## src/rtl/icache_fetch_ctrl.sv

```systemverilog
// Fetch-side icache controller: sequential line requests, in-flight tracking, FWFT line buffer, flush with stale-drop.
// Define FETCH_CTRL_PERF_EN to add saturating perf_req_o / perf_drop_o counters.
package icache_fetch_pkg;
   localparam int XLEN         = 32;
   localparam int ICACHE_INSTR = 4;

   typedef struct packed {
      logic [XLEN-1:0]               pc;
      logic [ICACHE_INSTR-1:0][31:0] line;
   } icache_out_t;
endpackage

module icache_fetch_ctrl
   import icache_fetch_pkg::*;
#(
   parameter logic [XLEN-1:0] BOOT_PC    = 32'h0000_0000,
   parameter int              MAX_OUT    = 2,
   parameter int              LINE_BYTES = ICACHE_INSTR * 4
) (
   input  logic            clk_i,
   input  logic            rst_i,
   input  logic            flush_i,
   input  logic [XLEN-1:0] flush_pc_i,
   output logic [XLEN-1:0] icache_addr_o,
   output logic            icache_addr_valid_o,
   input  logic            icache_addr_ready_i,
   input  icache_out_t     icache_data_i,
   input  logic            icache_data_valid_i,
   output logic            icache_data_ready_o,
   output icache_out_t     fetch_data_o,
   output logic            fetch_valid_o,
   input  logic            fetch_ready_i
`ifdef FETCH_CTRL_PERF_EN
   ,
   output logic [31:0]     perf_req_o,
   output logic [31:0]     perf_drop_o
`endif
);

   localparam int CW = $clog2(MAX_OUT + 1);
   localparam int SW = CW + 2;
   localparam int PW = (MAX_OUT > 1) ? $clog2(MAX_OUT) : 1;
   localparam logic [XLEN-1:0] ALIGN_MASK = ~(XLEN'(LINE_BYTES - 1));

   function automatic logic [XLEN-1:0] align_line(input logic [XLEN-1:0] a);
      return a & ALIGN_MASK;
   endfunction

   function automatic logic [PW-1:0] next_ptr(input logic [PW-1:0] p);
      return (p == PW'(MAX_OUT - 1)) ? '0 : p + 1'b1;
   endfunction

   logic            active;
   logic [XLEN-1:0] pc;
   logic [CW-1:0]   outstanding;
   logic [CW-1:0]   drop_cnt;
   logic [CW-1:0]   fifo_count;
   logic [PW-1:0]   rd_ptr;
   logic [PW-1:0]   wr_ptr;
   icache_out_t     mem [MAX_OUT];

   logic [SW-1:0]   in_use;
   logic            addr_hs;
   logic            rsp;
   logic            rsp_drop;
   logic            rsp_keep;
   logic            rsp_err;
   logic            push;
   logic            pop;

   // Every slot (in flight, awaiting drop, or buffered) is reserved at issue,
   // so an accepted response always has room in the buffer.
   assign in_use              = SW'(outstanding) + SW'(drop_cnt) + SW'(fifo_count);
   assign icache_addr_valid_o = active & ~flush_i & (in_use < SW'(MAX_OUT));
   assign icache_addr_o       = pc;
   assign icache_data_ready_o = active;

   assign addr_hs  = icache_addr_valid_o & icache_addr_ready_i;
   assign rsp      = icache_data_valid_i & icache_data_ready_o;
   assign rsp_drop = rsp & (drop_cnt != '0);
   assign rsp_keep = rsp & (drop_cnt == '0) & (outstanding != '0);
   assign rsp_err  = rsp & (drop_cnt == '0) & (outstanding == '0);

   assign fetch_valid_o = (fifo_count != '0);
   assign fetch_data_o  = fetch_valid_o ? mem[rd_ptr] : '0;
   assign push          = rsp_keep & ~flush_i;
   assign pop           = fetch_valid_o & fetch_ready_i & ~flush_i;

   always_ff @(posedge clk_i or posedge rst_i) begin
      if (rst_i) begin
         active      <= 1'b0;
         pc          <= align_line(BOOT_PC);
         outstanding <= '0;
         drop_cnt    <= '0;
         fifo_count  <= '0;
         rd_ptr      <= '0;
         wr_ptr      <= '0;
      end else begin
         active <= 1'b1;
         if (flush_i) begin
            // Everything issued so far, minus the line consumed this cycle, becomes stale.
            pc          <= align_line(flush_pc_i);
            drop_cnt    <= CW'(SW'(drop_cnt) + SW'(outstanding) + SW'(addr_hs)
                               - SW'(rsp_drop | rsp_keep));
            outstanding <= '0;
            fifo_count  <= '0;
            rd_ptr      <= '0;
            wr_ptr      <= '0;
         end else begin
            if (addr_hs) pc <= pc + XLEN'(LINE_BYTES);
            outstanding <= outstanding + CW'(addr_hs) - CW'(rsp_keep);
            drop_cnt    <= drop_cnt - CW'(rsp_drop);
            fifo_count  <= fifo_count + CW'(push) - CW'(pop);
            if (push) wr_ptr <= next_ptr(wr_ptr);
            if (pop)  rd_ptr <= next_ptr(rd_ptr);
         end
      end
   end

   always_ff @(posedge clk_i) begin
      if (push) mem[wr_ptr] <= icache_data_i;
   end

`ifdef FETCH_CTRL_PERF_EN
   function automatic logic [31:0] sat_inc(input logic [31:0] v);
      return (v == 32'hFFFF_FFFF) ? v : v + 32'd1;
   endfunction

   always_ff @(posedge clk_i or posedge rst_i) begin
      if (rst_i) begin
         perf_req_o  <= '0;
         perf_drop_o <= '0;
      end else begin
         if (addr_hs)             perf_req_o  <= sat_inc(perf_req_o);
         if (rsp_drop | rsp_err)  perf_drop_o <= sat_inc(perf_drop_o);
      end
   end
`endif

`ifndef SYNTHESIS
   a_no_orphan_rsp: assert property (@(posedge clk_i) disable iff (rst_i) !rsp_err);
   a_cnt_bound: assert property (@(posedge clk_i) disable iff (rst_i)
      (outstanding <= CW'(MAX_OUT)) && (drop_cnt <= CW'(MAX_OUT)) &&
      (fifo_count <= CW'(MAX_OUT)) && (in_use <= SW'(MAX_OUT)));
`endif

endmodule

```

## config.mk

```make
export PLATFORM = sky130hd
export DESIGN_NAME = icache_fetch_ctrl
export DESIGN_NICKNAME = d
export VERILOG_FILES = /design/src/rtl/icache_fetch_ctrl.sv
export SDC_FILE = /design/constraint.sdc
export NUM_CORES = 1
export LEC_CHECK = 0
export CAP_MARGIN = 5
export CORE_MARGIN = 3
export CORE_UTILIZATION = 63
export DETAILED_ROUTE_END_ITERATION = 10
export DONT_BUFFER_PORTS = 1
export HOLD_SLACK_MARGIN = 0.15
export PLACE_DENSITY = 0.81
export SYNTH_ARGS = -nofsm -noshare
export SYNTH_HDL_FRONTEND = slang
export SYNTH_SLANG_ARGS = --single-unit
```

## constraint.sdc

```tcl
create_clock -name clk_i -period 11.3 [get_ports clk_i]
set_input_delay 2.26 -clock clk_i [delete_from_list [all_inputs] [get_ports clk_i]]
set_output_delay 2.26 -clock clk_i [all_outputs]
set_load 0.1 [all_outputs]
```

# Word level (Yosys, flattened, before mapping)
# Memories as Yosys holds them, arrays and structs flattened.
# Index checks and enable logic that the tools add are counted.
[word_totals]
register_bits = 41
mem_bits_rw = 320
in_bits = 198
output_inout_bits = 195
n_memories = 1
[op_classes]
n_addsub = 12
order_cmp = 1
muxes = 14
n_bitwise = 12
n_reduce_logical = 7
[memory_table]
columns = ["memory", "depth", "word_bits", "rd", "rd_clocked_by_memory_dff", "wr", "line_no", "text"]
rows = [
  ["mem", 2, 160, 1, 0, 1, "60", "icache_out_t mem [MAX_OUT];"],
]
[op_table]
columns = ["op", "n"]
rows = [
  ["$mux 160", 1],
  ["$mux 32", 2],
  ["$add 32x5->32 const B", 1],
  ["$reduce_bool 2->1", 6],
  ["$and 1x1->1", 10],
  ["$mux 1", 8],
  ["$sub 2x1->2", 4],
  ["$add 2x1->2", 3],
  ["$mux 2", 3],
  ["$add 3x2->4", 1],
  ["$lt 4x2->1 const B", 1],
  ["$add 2x2->3", 1],
  ["$add 1x1->1 const B", 2],
  ["$logic_not 2->1", 1],
  ["$not 1->1", 1],
  ["$or 1x1->1", 1],
]

# Depth between registers and ports, before layout
[logic_depth]
word_depth = 8
ltp_mapped = 14
depth_no_buf = 13

# Least setup slack after synthesis
# OpenSTA, ideal clock, no wires.
[synth_path]
path_type = "input port to flip-flop"
startpoint = "input port icache_data_valid_i"
endpoint = "memory mem[0][0] in the netlist's numbering, enable pin"
setup_time_ps = 682
t_arrival_ps = 9535
setup_slack_ps = 1083
stages = 5
path_buffers = 0
path_cell_list = "o211ai_1 > or3_1 > inv_1 > nand2_1 > nor2_1"
[synth_via]
elab_chain_cells = 6
[synth_rtl]
columns = ["item", "line_no", "text"]
rows = [
  ["start, declared", "28", "input logic icache_data_valid_i,"],
  ["$and 1x1->1", "79", "assign rsp = icache_data_valid_i & icache_data_ready_o;"],
  ["$and 1x1->1", "--", ""],
  ["$and 1x1->1", "81", "assign rsp_keep = rsp & (drop_cnt == '0) & (outstanding != '0);"],
  ["$and 1x1->1", "86", "assign push = rsp_keep & ~flush_i;"],
  ["$mux 1", "121", "if (push) mem[wr_ptr] <= icache_data_i;"],
  ["$mux 1 (not written as such)", "121", ""],
  ["end, declared", "60", ""],
]
# Every way passes these cells.

# Worst setup path after layout
[layout_path]
startpoint = "register outstanding[0]"
endpoint = "output port icache_addr_valid_o"
[layout_via]
elab_chain_cells = 4
[layout_rtl]
columns = ["item", "line_no", "text"]
rows = [
  ["start, declared", "55", "logic [CW-1:0] outstanding;"],
  ["start signal, assigned", "111", "outstanding <= outstanding + CW'(addr_hs) - CW'(rsp_keep);"],
  ["$add 2x2->3", "--", ""],
  ["$add 3x2->4", "73", "assign in_use = SW'(outstanding) + SW'(drop_cnt) + SW'(fifo_count);"],
  ["$lt 4x2->1", "74", "assign icache_addr_valid_o = active & ~flush_i & (in_use < SW'(MAX_OUT));"],
  ["$and 1x1->1", "74", ""],
  ["end, declared", "25", "output logic icache_addr_valid_o,"],
]
# Every way passes these cells.

==> flow_metrics.env <==
export IMPL_slew_headroom_pct=19.2
export IMPL_mostFrequentLayoutCells="edfxtp_1, mux2i_1, nor2_2"
export IMPL_slowest_stage="nor2_2"
export IMPL_hpwl_um=19700
export IMPL_place_congestion=0.856
export IMPL_synth_distinct_cells=49
export IMPL_cts_resized=0
export IMPL_crit_path_max_fanout=4
export IMPL_cts_hold_buf=0
export IMPL_synth_edf_count=320
export IMPL_endpoint="icache_addr_valid_o"
export IMPL_cp_end_kind="output pin"
export IMPL_grt_max_degree=144
export IMPL_timing_final_crit_share_pct=51.2
export IMPL_cap_violations=0
export IMPL_die_h_um=157
export IMPL_ys_flop_type="edfxtp_1"
export IMPL_async_flop_share_pct=10.4
export IMPL_ios=393
export IMPL_power_density_nw_per_um2=176
export IMPL_grt_pass1_vias=7798
export IMPL_crit_top_cell="fa_1"
export IMPL_ys_seq_area_share_pct=73.6
export IMPL_die_area_um2=24600
export IMPL_htree_levels=2
export IMPL_yosysTopAreaCellShare_pct=67.1
export IMPL_antenna_found_initial=0
export IMPL_cp_startpoint="outstanding[0]$_DFF_PP0_"
export IMPL_postRouteAntennaNets=0
export IMPL_crit_required_ns=9.04
export IMPL_drc=0
export IMPL_p_leak_nw=4.95
export IMPL_cts_setup_buffers=0
export IMPL_dpl_cell_area_um2=15000
export IMPL_drt_total_wl_um=30200
export IMPL_critical_path_max_stage_delay_ns=0.86
export IMPL_critPathLaunchType="flip-flop"
export IMPL_fin_setup_tns_ns=0
export IMPL_fin_crit_ns=5.78
export IMPL_yosysWarnings=0
export IMPL_p_total_w=0.00284
export IMPL_core_area_um2=22100
export IMPL_reg2reg_depth=7
export IMPL_ys_seq_elements=357
export IMPL_r2r_setup_slack_ns=6.79
export IMPL_num_rows=54
export IMPL_clock_latency_ns=0.51
export IMPL_synth_area_leaders="edfxtp_1, mux2i_1, dfrtp_1, nor2_1, nand2_1"
export IMPL_crit_type="flip-flop to output pin"
export IMPL_detailedRoute_firstIterationViolations=595
export IMPL_syn_area_per_cell_um2=15.3
export IMPL_hp_class="flip-flop to flip-flop"
export IMPL_synthCells=938
export IMPL_rsz0062_at_grt="false"
export IMPL_vias=7709
export IMPL_routedWlPerCell_um=24.3
export IMPL_area_growth_pct=12.7
export IMPL_antennaDiodeCount=0
export IMPL_syn_cell_area_um2=14300
export IMPL_path_clk_slew_ns=0.06
export IMPL_drtPass1Iterations=5
export IMPL_worstPathCellList="ha_1 -> fa_1 -> inv_1 -> fa_1 -> a311o_1 -> and2_1 -> nor2_2"
export IMPL_cpLargestDelayFamily="adder cells"
export IMPL_finalSetupViolations=0
export IMPL_status="finished, final reports clean"
export IMPL_cts_made_buffers=36
export IMPL_yosysTopAreaCell="edfxtp_1"
export IMPL_clock_skew_ns=0.0220
export IMPL_grt_overflow_total=0
export IMPL_crit_arrival_ns=3.52
export IMPL_r2r_end="mem[0][150]$_DFFE_PP_"
export IMPL_worstMarginPinSlew_ns=1.21
export IMPL_port_buffers=0
export IMPL_grt_pass1_wl_um=43900
export IMPL_hp_start="outstanding[1]$_DFF_PP0_"
export IMPL_fin_area_um2=16100
export IMPL_die_x_um=157
export IMPL_cts_root_buf="clkbuf_16"
export IMPL_path_buf_inv=1
export IMPL_start_util_pct=64.8
export IMPL_max_freq_mhz=173
export IMPL_final_common_cell="edfxtp_1"
export IMPL_cp_depth=7
export IMPL_holdPathStages=2
export IMPL_r2r_start="icache_data_ready_o$_DFF_PP0_"
export IMPL_fin_nets=1148
export IMPL_post_route_util_pct=73.0
export IMPL_drive_gt1_share_pct=24.2
export IMPL_grtUsageTotal_pct=23.5
export IMPL_slew_violations=0
export IMPL_cts_sinks=357
export IMPL_cts_path_max_buffers=3
export IMPL_final_hold_violation_count=0
export IMPL_via_per_inst=6.20
export IMPL_cts_tree="done"
export IMPL_fin_hold_ws_ns=0.601
export IMPL_peakVddDrop_mv=0.228
[area by class of cell]
cell class / count / area, µm²
sequential: 357 / 10500
fill: 1297 / 5960
multi-input combinational: 519 / 3950
clock buffer: 45 / 997
tap: 280 / 350
clock inverter: 19 / 156
timing repair buffer: 9 / 80.1
inverter: 15 / 56.3
[cells by family (layout without fill, tap and decap cells)]
family	Yosys count	in the layout	synth area share [%]
other	2	5	0.0525
buffers and inverters	65	88	1.82
muxes	161	161	11.3
xor gates and xnor gates	10	10	0.612
DFF	357	357	73.6
AOI/OAI and AO/OA	66	66	3.40
adders and majority gates	12	12	1.15
and+or+nand+nor	265	265	8.10
[cells in the mapped netlist, types with 2 or more instances]
cell / number
and3_1: 2
a21oi_1: 4
ha_1: 10
nor2b_1: 3
conb_1: 2
fa_1: 2
inv_1: 14
a21o_1: 6
nand2_1: 35
and4_1: 2
clkbuf_1: 31
or4_1: 4
o21ai_0: 16
xnor2_1: 5
buf_4: 4
a22oi_1: 2
nor3b_1: 4
nand4_1: 6
and2_1: 2
nor2_1: 176
nor3_1: 5
or3_1: 2
a221o_1: 7
o311ai_0: 8
nand3_1: 15
edfxtp_1: 320
buf_1: 14
dfrtp_1: 37
o211ai_1: 12
o41ai_1: 3
xor2_1: 5
mux2i_1: 161
nor4_1: 3
[per-stage QoR]
step           setup WS [ns]  instances
3_5_place_dp            5.61       1180
6_report                5.52       1244
3_3_place_gp            5.64       1180
5_1_grt                 5.38       1244
4_1_cts                 5.50       1244
2_1_floorplan           1.08        941
[power by group]
part	switching [W]	internal [W]
logic	0.0000946	0.0000359
clock network	0.000466	0.000673
registers	0.000112	0.00145
total	0.000672	0.00216
[worst min-delay path, delay by kind of cell (launching register included)]
| kind | cells | cell delay [ns] |
|---|---|---|
| flip-flops | 1 | 0.40 |
| AND/OR/NAND/NOR | 1 | 0.07 |
| XOR/XNOR | 1 | 0.09 |
[registers in the layout, summed over array words and instances, names as in the netlist]
| signal | cells |
|---|---|
| mem | 320 |
| icache_addr_o | 28 |
| icache_data_ready_o | 1 |
| wr_ptr | 1 |
| fifo_count | 2 |
| outstanding | 2 |
| drop_cnt | 2 |
| rd_ptr | 1 |
[how the worst min path moves through the flow]
stage                               endpoint
floorplan                 wr_ptr$_DFFE_PP0P_
global placement    outstanding[1]$_DFF_PP0_
detailed placement  outstanding[1]$_DFF_PP0_
CTS                 outstanding[1]$_DFF_PP0_
global route        outstanding[1]$_DFF_PP0_
finish              outstanding[1]$_DFF_PP0_
[routing by layer]
layer	track usage (%)	share of wire (%)
met2	41.1	51
met1	24.8	34
met5	0	0
met4	9.00	3.5
met3	11.0	12
Note: power is estimated with default switching activity, not from simulation.
==> edit 1, RTL diff (same settings) <==
Build with the macro `FETCH_CTRL_PERF_EN` defined.
--- a/src/rtl/icache_fetch_ctrl.sv
+++ b/src/rtl/icache_fetch_ctrl.sv
@@ -1,4 +1,6 @@
 // Fetch-side icache controller: sequential line requests, in-flight tracking, FWFT line buffer, flush with stale-drop.
 // Define FETCH_CTRL_PERF_EN to add saturating perf_req_o / perf_drop_o counters.
+`define FETCH_CTRL_PERF_EN
+
 package icache_fetch_pkg;
    localparam int XLEN         = 32;
Behaviour (old outputs only; new: perf_drop_o and perf_req_o): no difference found for any inputs over 4 cycles, from zero or initial values and one cycle with rst_i high; that may be too few to reach the edited logic, so the function may still have changed.
==> edit 1 against the unedited design <==
Setup slack got worse by 240 ps; largest cell class unchanged; power is 19% higher; cell area rose by 20%; sequential power grew 24%; clock skew increased by 7.0 ps; largest power group unchanged; area after synthesis increased by 21%; critical path depth shrank 4; routed wire length grew 29%; sequential cell count is 64 higher; first-iteration DRC count rose by 18%; sequential share of layout area is 2.8 points lower; non-clock buffer count rose by 4; critical endpoint is now fetch_data_o[112].
==> edit 1: results (changes against the unedited design) <==
timing:
  skew_ps: 28.96  # was 21.98 ps
  setup_ws_ps: 5283  # was 5518 ps
  tightest_slew_ps: 1279  # was 1212 ps
placed_design:
  hpwlAfterDp_um: 26330  # was 19,700 µm
  gp_congestion: 0.8881  # was 0.8562
  dp_slack_ps: 5619  # was 5608 ps
  placed_cell_area_um2: 18090  # was 14,980 µm²
  dpl.cell_count: 1527  # was 1,180
power:
  p_clk_share_pct: 38.5  # was 40.2%
  seq-power_mw: 1.94  # was 1.57 mW
  ir_drop_mv: 0.1580  # was 0.2280 mV
  p_leak_nw: 6.332  # was 4.953 nW
  p_sw_share_pct: 26.60  # was 23.70%
global_routing:
  grt_pass1_wl_um: 57300  # was 43,860 µm
  grt_usage_pct: 25.39  # was 23.54%
  grt_max_degree: 162  # was 144
  first_global_vias: 10147  # was 7,798
  antenna_found_initial: 2  # was 0
worst_setup_path:
  r2r-end: "mem[1][128]"  # was mem[0][150]
  r2r_slack_ps: 6620  # was 6790 ps
  cp-endpoint: "fetch_data_o[112]"  # was icache_addr_valid_o
  rr_worst_depth: 5  # was 7
  startpoint: "rd_ptr"  # was outstanding[0]
  arrival_ps: 3760  # was 3520 ps
  critPathMaxFanout: 61  # was 4
finish:
  nets: 1442  # was 1,148
  drive_gt1_share_pct: 19.26  # was 24.17%
logic_synthesis:
  async_flop_share_pct: 23.99  # was 10.36%
  syn_area_per_cell_um2: 14.11  # was 15.26 µm²
  synth_edf_count: 320  # unchanged
  synth_common_cells: "edfxtp_1, nor2_1, mux2i_1"  # unchanged
  yosysSeqAreaShare_pct: 69.91  # was 73.61%
  synth_top_cells_by_area: "edfxtp_1, dfrtp_1, mux2i_1"  # was edfxtp_1, mux2i_1, dfrtp_1
  synth_cell_types: 54  # was 49
route:
  drt_iter0_markers: 703  # was 595
  wl_per_cell_um: 24.31  # was 24.28 µm
  drt_wl_total_um: 39020  # was 30,200 µm
  drt-vias-per-instance: 6.204  # was 6.197
cts:
  clock_latency_ps: 550  # was 510 ps
  cts_inserted_buffers: 42  # was 36
  cts_buffer_depth: 3  # unchanged
status:
  status: "completed"  # unchanged
[edit 1: final cells by class]
| type | count | area [µm²] |
|---|---|---|
| Antenna cell | 2 | 5.005 |
| Clock buffer | 58 | 1152 |
| Clock inverter | 18 | 165.2 |
| Fill cell | 1645 | 7612 |
| Inverter | 18 | 70.07 |
| Multi-Input combinational cell | 734 | 5344 |
| Sequential cell | 421 | 12140 |
| Tap cell | 341 | 426.7 |
| Timing Repair Buffer | 13 | 110.1 |
[edit 1: layer usage]
layer	global-route usage [%]	up-vias	routed length, µm
li1	-	4518	-
met1	27.44	4907	12850
met2	44.21	463	20180
met3	11.34	69	4801
met4	9.406	0	1185
met5	0	-	0
[edit 1: how the worst min path moves through the flow]
stage	to	slack [ps]	start	depth (start not counted)
after floorplan	wr_ptr	520	wr_ptr	2
after global placement	wr_ptr	610	wr_ptr	2
after detailed placement	wr_ptr	640	wr_ptr	2
after CTS	wr_ptr	660	wr_ptr	2
after global routing	wr_ptr	680	wr_ptr	2
final	wr_ptr	650	wr_ptr	2
[edit 1: kinds of logic (layout without fill, tap and decap cells)]
group                      count (synthesis)  in the layout  share of synthesized area, %
DFF                                      421            421                         69.91
and+or+nand+nor                          417            417                         11.47
xor gates and xnor gates                  78             78                         3.935
muxes                                    164            164                         9.478
buffers and inverters                     78            107                         1.787
other                                      2              7                       0.04326
AOI/OAI and AO/OA                         56             56                         2.270
adders and majority gates                 14             14                         1.096
[edit 1: metrics by stage]
stage               utilization [%]  hold slack (ps)  total power, mW
floorplan                         -            524.3            2.078
global placement              66.94            607.9            2.109
detailed placement            66.94            635.0            2.117
CTS                           71.81            662.1            3.416
global route                  71.83            682.7            3.502
finish                        71.83            653.7            3.389
[edit 1: critical path: stages (launching register included)]
cell and delay [ps]:
dfrtp_4 960, buf_4 930, mux2i_1 380, nor2_2 890
==> edit 2, RTL diff (same flow settings) <==
Without the edit above. Set the parameter `MAX_OUT` to 4 (it was 2).
--- a/src/rtl/icache_fetch_ctrl.sv
+++ b/src/rtl/icache_fetch_ctrl.sv
@@ -15,5 +15,5 @@
 #(
    parameter logic [XLEN-1:0] BOOT_PC    = 32'h0000_0000,
-   parameter int              MAX_OUT    = 2,
+   parameter int              MAX_OUT    = 4,
    parameter int              LINE_BYTES = ICACHE_INSTR * 4
 ) (
Function: changed (Yosys sat finds a counterexample within 4 cycles, from zero or initial values and one cycle with rst_i high).
==> edit 2 against the unedited design <==
Area after synthesis up 88%; final cell count up 54%; routed wire length up 92%; global-route usage up 2.4 points; fmax down 5.0%; highest routed layer unchanged; critical path depth down 4; setup slack worse by 310 ps; cell area up 83%; die area up 84%; sequential cell count up 325; hold slack worse by 27 ps; power rose to 2.7 times the old value; combinational power rose to 19 times the old value.
==> edit 2: results (changes against the unedited design) <==
route:
  drt_iter0_markers: 1213  # was 595
  drt-vias-per-instance: 6.582  # was 6.197
  m1WireLength_um: 20480  # was 10,230 µm
  wl_met2_um: 29280  # was 15,400 µm
  highest_layer: "met4"  # unchanged
  drt_wl_total_um: 57960  # was 30,200 µm
  wl_met3_um: 6482  # was 3511 µm
worst_setup_path:
  crit_path_max_incr_delay_ps: 810  # was 860 ps
  critPathMaxFanout: 49  # was 4
  cp_slowest_cell: "and2_1"  # was nor2_2
  arrival_ps: 3830  # was 3520 ps
  crit_family: "simple AND/OR/NAND/NOR gates"  # was adder cells
  rr_worst_depth: 5  # was 7
finish:
  drive_gt1_share_pct: 21.17  # was 24.17%
  nets: 1553  # was 1,148
  largest_reg_flops: 640  # was 320
  top_register: "mem"  # unchanged
  stdcell_count: 1918  # was 1,244
logic_synthesis:
  synth_edf_count: 640  # was 320
  synth_top_cells_by_area: "edfxtp_1, mux4_2, dfrtp_1"  # was edfxtp_1, mux2i_1, dfrtp_1
  syn_area_per_cell_um2: 20.48  # was 15.26 µm²
  synthAdderAreaFrac_pct: 1.180  # was 1.154%
  async_flop_share_pct: 6.158  # was 10.36%
  yosys-mux-area-fraction_pct: 13.45  # was 11.26%
  synth_common_cells: "edfxtp_1, and2_1, mux4_2"  # was edfxtp_1, nor2_1, mux2i_1
  yosysSeqAreaShare_pct: 75.25  # was 73.61%
  synth-compound-area-share_pct: 2.104  # was 3.401%
  synthXorXnorAreaFrac_pct: 0.3251  # was 0.6119%
  synth_cell_types: 67  # was 49
  yosysWarnings: 0  # unchanged
power:
  ir_drop_mv: 0.2755  # was 0.2280 mV
  intPower_mw: 4.434  # was 2.164 mW
  comb_power_share_pct: 32.5  # was 4.6%
  p_clk_share_pct: 28.4  # was 40.2%
  p_leak_nw: 9.445  # was 4.953 nW
  power.total_mw: 7.638  # was 2.836 mW
placed_design:
  dp_slack_ps: 5245  # was 5608 ps
  placed_cell_area_um2: 27400  # was 14,980 µm²
  portBuffers: 0  # unchanged
  dpl.cell_count: 1802  # was 1,180
  gp_congestion: 0.7794  # was 0.8562
  hpwlAfterDp_um: 33150  # was 19,700 µm
min_path:
  hp-class: "flip-flop to flip-flop"  # unchanged
global_routing:
  groute.layer.met2.usage_pct: 42.14  # was 41.07%
  grt_max_degree: 95  # was 144
  antenna_found_initial: 0  # unchanged
  first_global_vias: 13253  # was 7,798
  grt_usage_pct: 25.97  # was 23.54%
  grt_pass1_wl_um: 85450  # was 43,860 µm
  use_met1_pct: 32.45  # was 24.80%
  globalRouteMet3Util_pct: 10.67  # was 10.98%
status:
  status: "completed"  # unchanged
cts:
  clock_latency_ps: 610  # was 510 ps
  cts_inserted_buffers: 67  # was 36
  h-tree-depth: 3  # was 2
  path_clk_slew_ps: 60  # about the same
  cts_root_buf: "clkbuf_16"  # unchanged
  post_cts_resized: 0  # unchanged
timing:
  tightest_slew_ps: 1107  # was 1212 ps
  skew_ps: 31.38  # was 21.98 ps
==> edit 2: changes by cell type after synthesis, sizes merged, moves of 9 or more <==
cell    unedited run  this run
buf               19        32
inv               14        28
and2               2       167
nor2             176        14
ha                10        19
edfxtp           320       640
mux4               0       160
mux2i            161         2
==> edit 2: path summary, 6_finish.rpt <==
kind                            slack, ps             endpoint           startpoint
worst max-delay path                 5210  icache_addr_valid_o              flush_i
worst min-delay path                  570            wr_ptr[1]            wr_ptr[1]
worst max register to register       6950           mem[3][34]  icache_data_ready_o
worst min register to register        570            wr_ptr[1]            wr_ptr[1]
max in group asynchronous            8950     icache_addr_o[8]                rst_i
min in group asynchronous            1560        fifo_count[2]                rst_i
==> edit 2: final cells by class <==
type | count | area [µm²]
Fill cell | 2363 | 12600
Tap cell | 539 | 674.4
Timing Repair Buffer | 15 | 112.6
Clock buffer | 82 | 1775
Sequential cell | 682 | 20280
Clock inverter | 34 | 355.3
Inverter | 28 | 105.1
Multi-Input combinational cell | 538 | 6235
